[src/rtl/fetch_sequencer_if.sv]
// fetch_sequencer_if: bundles the fetch controller's instruction-memory
// req/ack handshake, the decode valid/stall handshake and the branch-control
// redirect inputs.
//   master : the fetch sequencer (drives imem_req/imem_addr, if_*, flush, misalign)
//   slave  : the surrounding pipeline and memory (drives branch_*, stall, imem_ack/rdata)
interface fetch_sequencer_if #(
  parameter int XLEN = 32
);
  logic [1:0]      branch_sel;
  logic [XLEN-1:0] branch_target;
  logic [XLEN-1:0] jump_target;
  logic            stall;
  logic            imem_ack;
  logic [31:0]     imem_rdata;
  logic            imem_req;
  logic [XLEN-1:0] imem_addr;
  logic            if_valid;
  logic [31:0]     if_instr;
  logic [XLEN-1:0] if_pc;
  logic            flush;
  logic            misalign;

  modport master (
    input  branch_sel, branch_target, jump_target, stall, imem_ack, imem_rdata,
    output imem_req, imem_addr, if_valid, if_instr, if_pc, flush, misalign
  );

  modport slave (
    output branch_sel, branch_target, jump_target, stall, imem_ack, imem_rdata,
    input  imem_req, imem_addr, if_valid, if_instr, if_pc, flush, misalign
  );
endinterface

[src/rtl/fetch_sequencer.sv]
// fetch_sequencer: fetch-stage controller. Owns the PC, issues instruction
// memory requests over req/ack, presents fetched words to decode over
// valid/stall, and applies redirects from branch_sel.
// Ports:
//   clk   - rising-edge clock
//   rst_n - asynchronous active-low reset
//   bus   - fetch_sequencer_if.master (redirect, memory and decode handshakes)
// Optional feature macro: FETCH_MISALIGN_TRAP_EN
//   defined   : misaligned redirect targets load TRAP_VEC and pulse misalign
//   undefined : target bits [1:0] forced to 00, misalign tied 0
//
// state | meaning
// BOOT  | reset state, no request, redirects ignored
// REQ   | request outstanding at addr
// HOLD  | instruction presented to decode, waiting for stall=0
// DRAIN | redirected while a request is outstanding; finish it, discard data
module fetch_sequencer #(
  parameter int              XLEN     = 32,
  parameter logic [XLEN-1:0] RESET_PC = '0,
  parameter logic [XLEN-1:0] TRAP_VEC = XLEN'('h100)
) (
  input logic                clk,
  input logic                rst_n,
  fetch_sequencer_if.master  bus
);

  typedef enum logic [1:0] {
    BOOT  = 2'd0,
    REQ   = 2'd1,
    HOLD  = 2'd2,
    DRAIN = 2'd3
  } state_e;

  state_e          state_q;
  logic [XLEN-1:0] pc_q;
  logic [XLEN-1:0] addr_q;
  logic [31:0]     if_instr_q;
  logic [XLEN-1:0] if_pc_q;
  logic            if_valid_q;
  logic            flush_q;
  logic            misalign_q;

  logic            redirect;
  logic [XLEN-1:0] tgt_raw;
  logic [XLEN-1:0] tgt;
  logic            tgt_mis;

  assign redirect = (bus.branch_sel != 2'b00);
  assign tgt_raw  = (bus.branch_sel == 2'b01) ? bus.branch_target : bus.jump_target;

`ifdef FETCH_MISALIGN_TRAP_EN
  assign tgt_mis = |tgt_raw[1:0];
  assign tgt     = tgt_mis ? TRAP_VEC : tgt_raw;
`else
  assign tgt_mis = 1'b0;
  assign tgt     = {tgt_raw[XLEN-1:2], 2'b00};
  // TRAP_VEC and the low target bits only matter with the trap enabled.
  logic unused_trap;
  assign unused_trap = ^{TRAP_VEC, tgt_raw[1:0]};
`endif

  always_ff @(posedge clk or negedge rst_n) begin
    if (!rst_n) begin
      state_q    <= BOOT;
      pc_q       <= '0;
      addr_q     <= '0;
      if_instr_q <= '0;
      if_pc_q    <= '0;
      if_valid_q <= 1'b0;
      flush_q    <= 1'b0;
      misalign_q <= 1'b0;
    end else begin
      flush_q    <= 1'b0;
      misalign_q <= 1'b0;
      // Any redirect seen outside BOOT is accepted and flushes younger work.
      if (redirect && state_q != BOOT) begin
        flush_q    <= 1'b1;
        misalign_q <= tgt_mis;
      end
      case (state_q)
        BOOT: begin
          pc_q    <= RESET_PC;
          addr_q  <= RESET_PC;
          state_q <= REQ;
        end
        REQ: begin
          if (redirect) begin
            pc_q <= tgt;
            if (bus.imem_ack) begin
              addr_q <= tgt;
            end else begin
              state_q <= DRAIN;
            end
          end else if (bus.imem_ack) begin
            if_instr_q <= bus.imem_rdata;
            if_pc_q    <= addr_q;
            if_valid_q <= 1'b1;
            state_q    <= HOLD;
          end
        end
        HOLD: begin
          if (redirect) begin
            if_valid_q <= 1'b0;
            pc_q       <= tgt;
            addr_q     <= tgt;
            state_q    <= REQ;
          end else if (!bus.stall) begin
            if_valid_q <= 1'b0;
            pc_q       <= pc_q + XLEN'(4);
            addr_q     <= pc_q + XLEN'(4);
            state_q    <= REQ;
          end
        end
        DRAIN: begin
          // Keep the stale request up until acked; newest target wins.
          if (redirect) pc_q <= tgt;
          if (bus.imem_ack) begin
            addr_q  <= redirect ? tgt : pc_q;
            state_q <= REQ;
          end
        end
        default: state_q <= BOOT;
      endcase
    end
  end

  assign bus.imem_req  = (state_q == REQ) || (state_q == DRAIN);
  assign bus.imem_addr = addr_q;
  assign bus.if_valid  = if_valid_q;
  assign bus.if_instr  = if_instr_q;
  assign bus.if_pc     = if_pc_q;
  assign bus.flush     = flush_q;
  assign bus.misalign  = misalign_q;

endmodule

[src/flat_wrapper.sv]
// flat-port wrapper written by rule: the top's interface ports become plain ports
module fetch_sequencer_flat 
#(
  parameter int              XLEN     = 32,
  parameter logic [XLEN-1:0] RESET_PC = '0,
  parameter logic [XLEN-1:0] TRAP_VEC = XLEN'('h100)
)
  (clk, rst_n, bus_branch_sel, bus_branch_target, bus_jump_target, bus_stall, bus_imem_ack, bus_imem_rdata, bus_imem_req, bus_imem_addr, bus_if_valid, bus_if_instr, bus_if_pc, bus_flush, bus_misalign);
  fetch_sequencer_if #(.XLEN(XLEN)) bus_i ();
  input logic clk;
  input logic rst_n;
  input wire logic [$bits(bus_i.branch_sel)-1:0] bus_branch_sel;
  input wire logic [$bits(bus_i.branch_target)-1:0] bus_branch_target;
  input wire logic [$bits(bus_i.jump_target)-1:0] bus_jump_target;
  input wire logic [$bits(bus_i.stall)-1:0] bus_stall;
  input wire logic [$bits(bus_i.imem_ack)-1:0] bus_imem_ack;
  input wire logic [$bits(bus_i.imem_rdata)-1:0] bus_imem_rdata;
  output wire logic [$bits(bus_i.imem_req)-1:0] bus_imem_req;
  output wire logic [$bits(bus_i.imem_addr)-1:0] bus_imem_addr;
  output wire logic [$bits(bus_i.if_valid)-1:0] bus_if_valid;
  output wire logic [$bits(bus_i.if_instr)-1:0] bus_if_instr;
  output wire logic [$bits(bus_i.if_pc)-1:0] bus_if_pc;
  output wire logic [$bits(bus_i.flush)-1:0] bus_flush;
  output wire logic [$bits(bus_i.misalign)-1:0] bus_misalign;
  assign bus_i.branch_sel = bus_branch_sel;
  assign bus_i.branch_target = bus_branch_target;
  assign bus_i.jump_target = bus_jump_target;
  assign bus_i.stall = bus_stall;
  assign bus_i.imem_ack = bus_imem_ack;
  assign bus_i.imem_rdata = bus_imem_rdata;
  assign bus_imem_req = bus_i.imem_req;
  assign bus_imem_addr = bus_i.imem_addr;
  assign bus_if_valid = bus_i.if_valid;
  assign bus_if_instr = bus_i.if_instr;
  assign bus_if_pc = bus_i.if_pc;
  assign bus_flush = bus_i.flush;
  assign bus_misalign = bus_i.misalign;
  fetch_sequencer #(.XLEN(XLEN), .RESET_PC(RESET_PC), .TRAP_VEC(TRAP_VEC)) u_core (.clk(clk), .rst_n(rst_n), .bus(bus_i));
endmodule
[config.mk]
export PLATFORM = sky130hd
export DESIGN_NAME = fetch_sequencer_flat
export DESIGN_NICKNAME = d
export VERILOG_FILES = /design/src/rtl/fetch_sequencer_if.sv /design/src/rtl/fetch_sequencer.sv /design/src/flat_wrapper.sv
export SDC_FILE = /design/constraint.sdc
export NUM_CORES = 1
export LEC_CHECK = 0
export BUFFER_PORTS_ARGS = -buffer_cell sky130_fd_sc_hd__buf_2
export CAP_MARGIN = 20
export CORE_AREA = 2 2 181 112
export DETAILED_ROUTE_END_ITERATION = 12
export DIE_AREA = 0 0 183 114
export PLACE_DENSITY = 0.77
export SLEW_MARGIN = 20
export SYNTH_ARGS = -nofsm -noshare
export SYNTH_HDL_FRONTEND = slang
export SYNTH_SLANG_ARGS = --single-unit
[constraint.sdc]
create_clock -name clk -period 1.95 [get_ports clk]
set_input_delay 0.39 -clock clk [delete_from_list [all_inputs] [get_ports clk]]
set_output_delay 0.39 -clock clk [all_outputs]
set_load 0.05 [all_outputs]
Word level (Yosys, flattened, before mapping)
Cells that the tools add are included.
W data, S select, Z words.

word-level totals
  register bits = 132
  bits of input ports = 102
  output and inout port bits = 100

operators by class
  $add $sub $neg = 1
  bitwise logic cells = 1
  mux-type cells = 22
  equal/unequal tests = 11
  reduce and logical (&&, ||, !) cells = 11

operators with widths
  cell                     count
  $mux W32                 7
  $pmux W32 S4             1
  $pmux W32 S3             1
  $add A32 B3 Y32 const B  1
  $mux W2                  6
  $reduce_and A4 Y1        3
  $pmux W2 S4              1
  $ne A2 B2 Y1 const B     3
  $ne A3 B2 Y1 const B     2
  $reduce_bool A2 Y1       3
  $mux W1                  5
  $eq A2 B1 Y1 const B     2
  $eq A2 B2 Y1 const B     2
  $ne A3 B3 Y1 const B     1
  $reduce_and A3 Y1        1
  $logic_not A2 Y1         1
  $ne A2 B1 Y1 const B     1
  $pmux W1 S2              1
  $reduce_or A2 Y1         1
  $logic_and A1 B1 Y1      1
  $logic_or A1 B1 Y1       1
  $not A1 Y1               1

Longest topological paths before layout
Gate-level depths: netlist of run 1.

  word-level depth = 5
  depth in mapped cells = 9
  depth with buffers taken out = 7

Least setup slack after synthesis of run 1
Ideal clock, no wire load.

  kind = flip-flop to flip-flop
  start = reg u_core.pc_q[2]
  end = reg u_core.addr_q[14], in the netlist u_core.bus.imem_addr[14]
  slack = -0.099 ns
  arrival = 1.982 ns
  period minus slack after synthesis = 2.049 ns
  library setup time = 0.068 ns
  data required time = 1.882 ns
  cell stages (with the launch flop) = 9
  cells stage by stage = dfrtp_1 ha_1 nand2_1 or3_1 buf_6 or3_1 a31oi_1 o21a_1 o221a_1

on the way
  cells in the longest elaborated chain, start to end = 4

RTL lines
  what                    line                    text
  from (decl)             fetch_sequencer.sv:35   logic [XLEN-1:0] pc_q;
  from (signal assigned)  fetch_sequencer.sv:88   pc_q <= tgt;
  from (signal assigned)  fetch_sequencer.sv:104  pc_q <= tgt;
  from (signal assigned)  fetch_sequencer.sv:109  pc_q <= pc_q + XLEN'(4);
  $add A32 B3 Y32         fetch_sequencer.sv:110  addr_q <= pc_q + XLEN'(4);
  $mux W32                fetch_sequencer.sv:107  end else if (!bus.stall) begin
  $mux W32                fetch_sequencer.sv:102  if (redirect) begin
  $pmux W32 S4            fetch_sequencer.sv:80   case (state_q)
  to (signal assigned)    fetch_sequencer.sv:105  addr_q <= tgt;
  to (signal assigned)    fetch_sequencer.sv:110
  to (signal assigned)    fetch_sequencer.sv:118  addr_q <= redirect ? tgt : pc_q;
  to (decl)               fetch_sequencer.sv:36   logic [XLEN-1:0] addr_q;

No other way between the ends. The select of a mux whose other input is x is not followed.
A chain may end at the register's enable or synchronous reset.

Final worst setup path of run 1
Same ends and word-level chain as after synthesis.

==> results.py, run 1 <==
metrics = {
    "status": {
        "status": "complete, but fails checks",
        "violations": "negative setup slack",
    },
    "synth": {
        "synth_area_leaders": "dfrtp_1 44%, mux2_2 10%, nand2_1 4.2%",
        "synth_common_cells": "132 x dfrtp_1, 85 x nand2_1, 70 x mux2_2, 66 x nor2_1, 50 x o21ai_0",
        "async_flop_share_pct": 100,
        "synth_edf_count": 0,
        "ys_seq_area_share_pct": 43.7,
        "syn_nets": 887,
        "synth_top_cell_by_area": "dfrtp_1",
        "synth_warnings": 0,
        "syn_inst": 784,
        "yosysMostFrequentCell": "dfrtp_1",
        "synth-seq-cells": 132,
        "yosysTopAreaCellShare_pct": 43.7,
        "avgSynthCellArea_um2": 9.64,
        "yosysUniqueCellTypes": 70,
        "synth_area_mm2": 0.00756,
        "ys.flop_type": "dfrtp_1",
    },
    "place": {
        "place_congestion": 0.974,
        "dp_hpwl_mm": 18.8,
        "postPlaceCellArea_mm2": 0.00954,
        "io_buffers": 196,
        "dp_slack_ps": -150,
        "dp_cells": 1282,
    },
    "setup_path": {
        "crit_top_cell": "or3_4",
        "path_cells": "ha_4 -> nand2_4 -> or3_4 -> or3_4 -> a31oi_4 -> o21a_1 -> o221a_1",
        "cp.arrival_ps": 2360,
        "worst-setup-path-type": "register to register",
        "path_buf_inv": 0,
        "setup.worst_path.start_class": "register",
        "path_delay_family": "simple AND/OR/NAND/NOR gates",
        "cp.depth": 7,
        "critical_path.endpoint_type": "register",
        "r2r_cells": 7,
        "r2r_setup_slack_ps": -40,
        "timing.rr.start": "u_core.pc_q[2]",
        "cp_slowest_stage_delay_ps": 430,
        "worstPathRequired_ps": 2320,
        "rr_endpoint": "u_core.bus.imem_addr[14]",
        "path_max_fanout": 5,
        "cp-startpoint": "u_core.pc_q[2]",
        "crit_path_top_delay_cell": "or3_4",
    },
    "final_layout": {
        "drive_gt1_share_pct": 43.7,
        "stdcell_count": 1325,
        "antennaDiodeCount": 0,
        "seqCellArea_mm2": 0.00330,
        "fillerInstances": 1767,
        "area_growth_pct": 37.3,
        "fin_nets": 1163,
        "final_cell_area_mm2": 0.0104,
        "multiInputGateArea_mm2": 0.00409,
        "finish.utilization_pct": 53.5,
    },
    "power_and_ir_drop": {
        "max-vdd-ir-drop_mv": 0.793,
        "total_power_mw": 11.9,
        "p_leak_nw": 4.85,
        "powerDensity_mw_per_mm2": 1140,
    },
    "clocking": {
        "htreeDepth": 4,
        "ctsRootBufferMaster": "clkbuf_16",
        "clk_latency_ps": 430,
        "clock_sinks": 132,
        "clkTransAtPathRegs_ps": 70,
        "cts_tree": "yes",
        "cts_buffer_depth": 2,
        "cts_buffers": 17,
    },
    "timing": {
        "finalCritPeriodShare_pct": 102,
        "fin_setup_tns_ps": -41.8,
        "setup_viol": 2,
        "holdWs_ps": 190,
        "final_max_slew_viol_count": 0,
        "rsz0062_at_grt": "yes",
        "final_hold_viol_count": 0,
        "fin_ws_ps": -38.5,
        "finalCriticalPeriod_ps": 1990,
        "fmax_mhz": 503,
        "skew_ps": 9.89,
    },
    "drt": {
        "drt-pass1-iter-count": 5,
        "postRouteAntennaNets": 0,
        "vias": 7604,
        "via_per_inst": 5.74,
        "drc": 0,
        "drt-initial-drc-count": 748,
        "wl_mm": 25.5,
        "routedWlPerCell_um": 19.3,
    },
    "run": {
        "cap_violations": 0,
    },
    "global_route": {
        "grt.overflow.total": 0,
        "grt_max_degree": 53,
        "antenna_found_initial": 1,
        "first_global_vias": 7202,
        "grt_use_total_pct": 24.5,
        "grt_pass1_wl_mm": 39.3,
    },
    "worst_hold_path": {
        "hold-path-endpoint": "u_core.bus.if_instr[31]",
        "min_path_cells": 2,
        "hold_start": "bus_imem_rdata[31]",
        "min_path_type": "primary input to register",
    },
    "floorplan": {
        "core_mm2": 0.0194,
        "fp.dieArea_mm2": 0.0209,
        "die_w_um": 183,
        "die_height_um": 114,
        "rows": 40,
        "io_pins": 202,
        "start_util_pct": 38.9,
    },
}
worst max-delay path by stage:
stage,slack (ps),endpoint
after floorplan,-30,u_core.bus.imem_addr[14]
after global placement,-140,u_core.pc_q[21]
after detailed placement,-150,u_core.pc_q[21]
after CTS,-20,u_core.bus.imem_addr[26]
after global routing,-90,u_core.bus.imem_addr[14]
final,-40,u_core.bus.imem_addr[14]
state kept, by name, summed over array words and instances, names as in the netlist:
| name | flops |
|---|---|
| u_core.bus.if_pc | 32 |
| u_core.bus.if_instr | 32 |
| u_core.bus.imem_addr | 32 |
| u_core.state_q | 2 |
| u_core.pc_q | 32 |
| u_core.bus.if_valid | 1 |
| u_core.bus.flush | 1 |
what timing repair did:
| action | in CTS | in global routing |
|---|---|---|
| hold endpoints to repair | 19 | 0 |
| setup endpoints to repair | 19 | 38 |
| hold buffers | 1 | 0 |
| resized for setup | 9 | 38 |
| pin swaps | 4 | 20 |
| setup buffers | 3 | 7 |
cells in the final DEF, fill, tap and decap left out, drive strengths merged, types with 7 or more instances in the layout:
cell type	synthesis	final
o221ai	14	14
nor4	8	8
o22a	8	8
nand3	16	16
nand4	12	12
a211oi	8	8
nor2	66	66
a21oi	39	39
xor2	11	11
mux2	70	70
a31oi	21	21
mux2i	25	25
buf	27	322
nand2	85	85
dfrtp	132	132
clkbuf	39	17
a21o	8	8
xnor2	12	12
nand2b	19	19
o21a	7	7
o22ai	7	7
and3	8	8
o21ai	51	51
o211ai	22	22
inv	5	11
cells by family after synthesis:
logic type / synth area share (%)
muxes: 13.7
AOI/OAI and AO/OA: 20.0
buffers and inverters: 4.62
DFF: 43.7
xor gates and xnor gates: 2.66
other: 0.0496
adders and majority gates: 0.165
and+or+nand+nor: 15.1
report_power, final:
group          internal (mW)  total (mW)  switching, mW
sequential              3.43        3.85          0.421
clock                   1.78        3.12           1.34
combinational           1.48        4.90           3.42
final cells by class:
type / instances / share of cell area (%)
clock buffers: 17 / 4.10
flip-flops and latches: 132 / 31.8
repair buffers: 323 / 20.0
inverters: 6 / 0.217
multi-input cells: 580 / 39.4
clock inverters: 15 / 1.42
well taps: 252 / 3.04
per-layer routing:
metal	GRT usage, %	up-vias	part of all wire [%]
met1	34.7	3665	45
met4	6.45	2	1.1
met2	36.1	471	43
li1	-	3433	-
met3	7.82	33	11
met5	0	-	0.051
Power figures use the tool's default switching activity.
==> run 2: changes to the inputs <==
- GPL_TIMING_DRIVEN: default -> 0
- SKIP_LAST_GASP: default -> 1
==> run 2 against run 1 <==
Compared with the run above:
- the flow still finishes with violations (negative setup slack)
- via count is 2.7% higher
- sequential share of layout area is 1.3 points higher
- worst setup slack better by 20 ps
- final cell count is 2.6% lower
- die area stayed put
- maximum frequency is 1.0% higher
- critical endpoint is now u_core.pc_q[25]
- first-iteration DRC count is 48% higher
==> results.py, run 2 (synthesis results as in run 1) <==
metrics = {
    "power_and_ir_drop": {
        "total_power_mw": 12.0,
        "max-vdd-ir-drop_mv": 0.797,
        "p_leak_nw": 4.62,
        "powerDensity_mw_per_mm2": 1200,
    },
    "setup_path": {
        "path_max_fanout": 6,
        "worst-setup-path-type": "register to register",
        "cp_slowest_stage_delay_ps": 400,
        "rr_endpoint": "u_core.pc_q[25]",
        "worstPathRequired_ps": 2250,
        "r2r_setup_slack_ps": -20,
        "r2r_cells": 7,
        "path_buf_inv": 1,
        "critical_path.endpoint_type": "register",
        "path_delay_family": "simple AND/OR/NAND/NOR gates",
        "crit_path_top_delay_cell": "dfrtp_2",
        "cp.arrival_ps": 2270,
        "cp-startpoint": "u_core.pc_q[6]",
        "timing.rr.start": "u_core.pc_q[6]",
        "setup.worst_path.start_class": "register",
        "path_cells": "nand4_4 -> buf_4 -> nor2_2 -> nand4_1 -> xnor2_1 -> o21ai_1 -> o221ai_1",
    },
    "floorplan": {
        "io_pins": 202,
        "fp.dieArea_mm2": 0.0209,
        "die_height_um": 114,
        "core_mm2": 0.0194,
        "die_w_um": 183,
        "rows": 40,
        "start_util_pct": 38.9,
    },
    "worst_hold_path": {
        "hold-path-endpoint": "u_core.bus.if_instr[1]",
        "min_path_type": "primary input to register",
        "hold_start": "bus_imem_rdata[1]",
        "min_path_cells": 2,
    },
    "final_layout": {
        "fin_nets": 1127,
        "most-common-layout-cells": "200 x buf_2, 116 x dfrtp_1, 79 x nand2_1",
        "area_growth_pct": 32.8,
        "layout_commonest_cell": "buf_2",
        "drive_gt1_share_pct": 42.9,
    },
    "drt": {
        "postRouteAntennaNets": 0,
        "wl_mm": 30.0,
        "drt-initial-drc-count": 1107,
        "drc": 0,
        "drt-pass1-iter-count": 7,
        "via_per_inst": 6.05,
        "vias": 7806,
        "routedWlPerCell_um": 23.3,
    },
    "global_route": {
        "antenna_found_initial": 1,
        "grt_max_degree": 72,
        "grt_pass1_wl_mm": 44.2,
        "grt_use_total_pct": 28.7,
        "grt.overflow.total": 0,
        "first_global_vias": 7393,
    },
    "place": {
        "io_buffers": 195,
        "place_congestion": 1.05,
        "dp_slack_ps": -1270,
        "dp_hpwl_mm": 21.1,
    },
    "timing": {
        "worstMarginPinSlew_ps": 777,
        "slew_headroom_pct": 48.2,
        "finalCritPeriodShare_pct": 101,
        "setup_viol": 3,
        "finalCriticalPeriod_ps": 1970,
        "final_hold_viol_count": 0,
        "fin_ws_ps": -18.3,
        "final_max_slew_viol_count": 0,
        "skew_ps": 11.2,
        "rsz0062_at_grt": "yes",
        "fmax_mhz": 508,
    },
    "clocking": {
        "clk_latency_ps": 440,
        "cts_buffer_depth": 2,
        "cts_buffers": 17,
        "clock_sinks": 132,
        "cts_tree": "yes",
        "clkTransAtPathRegs_ps": 60,
        "ctsRootBufferMaster": "clkbuf_16",
        "htreeDepth": 4,
    },
    "status": {
        "violations": "negative setup slack",
        "status": "complete, but fails checks",
    },
    "run": {
        "cap_violations": 0,
    },
}
run 2: cell count changes in the layout (fill, tap and decap cells not counted), sizes merged:
cell / change
diode: +2
bufinv: +1
clkbuf: +37
clkinvlp: -1
buf: -72
inv: -1
run 2: where the power goes:
group | switching, mW | leakage [nW] | internal [mW]
clock | 1.35 | 0.282 | 1.90
sequential | 0.456 | 1.55 | 3.43
combinational | 3.48 | 2.78 | 1.38
run 2: worst max-delay path by stage:
stage / cells after the start / slack, ps / to
3_3_place_gp: 1 / -1430 / u_core.bus.if_instr[1]
5_1_grt: 8 / -80 / u_core.pc_q[26]
3_5_place_dp: 8 / -1270 / u_core.pc_q[22]
2_1_floorplan: 8 / -30 / u_core.bus.imem_addr[14]
4_1_cts: 8 / -100 / u_core.bus.imem_addr[14]
6_report: 7 / -20 / u_core.pc_q[25]
run 2: cell type report:
| type | count | area [um^2] |
|---|---|---|
| Clock buffer | 18 | 429 |
| Clock inverter | 14 | 151 |
| Tap cell | 252 | 315 |
| Sequential cell | 132 | 3320 |
| Buffer | 60 | 408 |
| Timing Repair Buffer | 227 | 1270 |
| Fill cell | 1807 | 9380 |
| Antenna cell | 2 | 5.00 |
| Inverter | 6 | 22.5 |
| Multi-Input combinational cell | 580 | 4120 |
run 2: worst reg2reg max path: stages, from the launching register on:
cell      delay [ps]
dfrtp_2          400
nand4_4          190
buf_4            210
nor2_2           330
nand4_1          230
xnor2_1          180
o21ai_1          170
o221ai_1         140
run 2: through the flow:
step	area [um^2]	hold slack [ps]	std cells	TNS [ps]	util (%)
after floorplan	7570	94.4	784	-41.9	-
after detailed placement	8900	360	1232	-78580	45.9
after CTS	9800	168	1278	-212	50.5
final	10000	180	1291	-40.0	51.7
after global routing	10000	168	1289	-468	51.7
after global placement	8870	458	1231	-264430	45.7
run 2: what timing repair did:
item / 4_1_cts / 5_1_grt
hold buffers: 1 / 0
gates resized for setup: 73 / 70
hold endpoints to repair: 61 / 0
setup buffers: 16 / 14
pin swaps: 12 / 19
setup endpoints to repair: 79 / 82
run 2: routing by layer:
metal  vias up  wire length (um)  share of wire, %  global-route usage [%]
li1       3362                 -                 -                       -
met1      3762             12500                42                    40.1
met2       613             12100                40                    39.7
met3        69              4740                16                    12.8
met4         0               647               2.2                    8.64
met5         -                 0                 0                       0
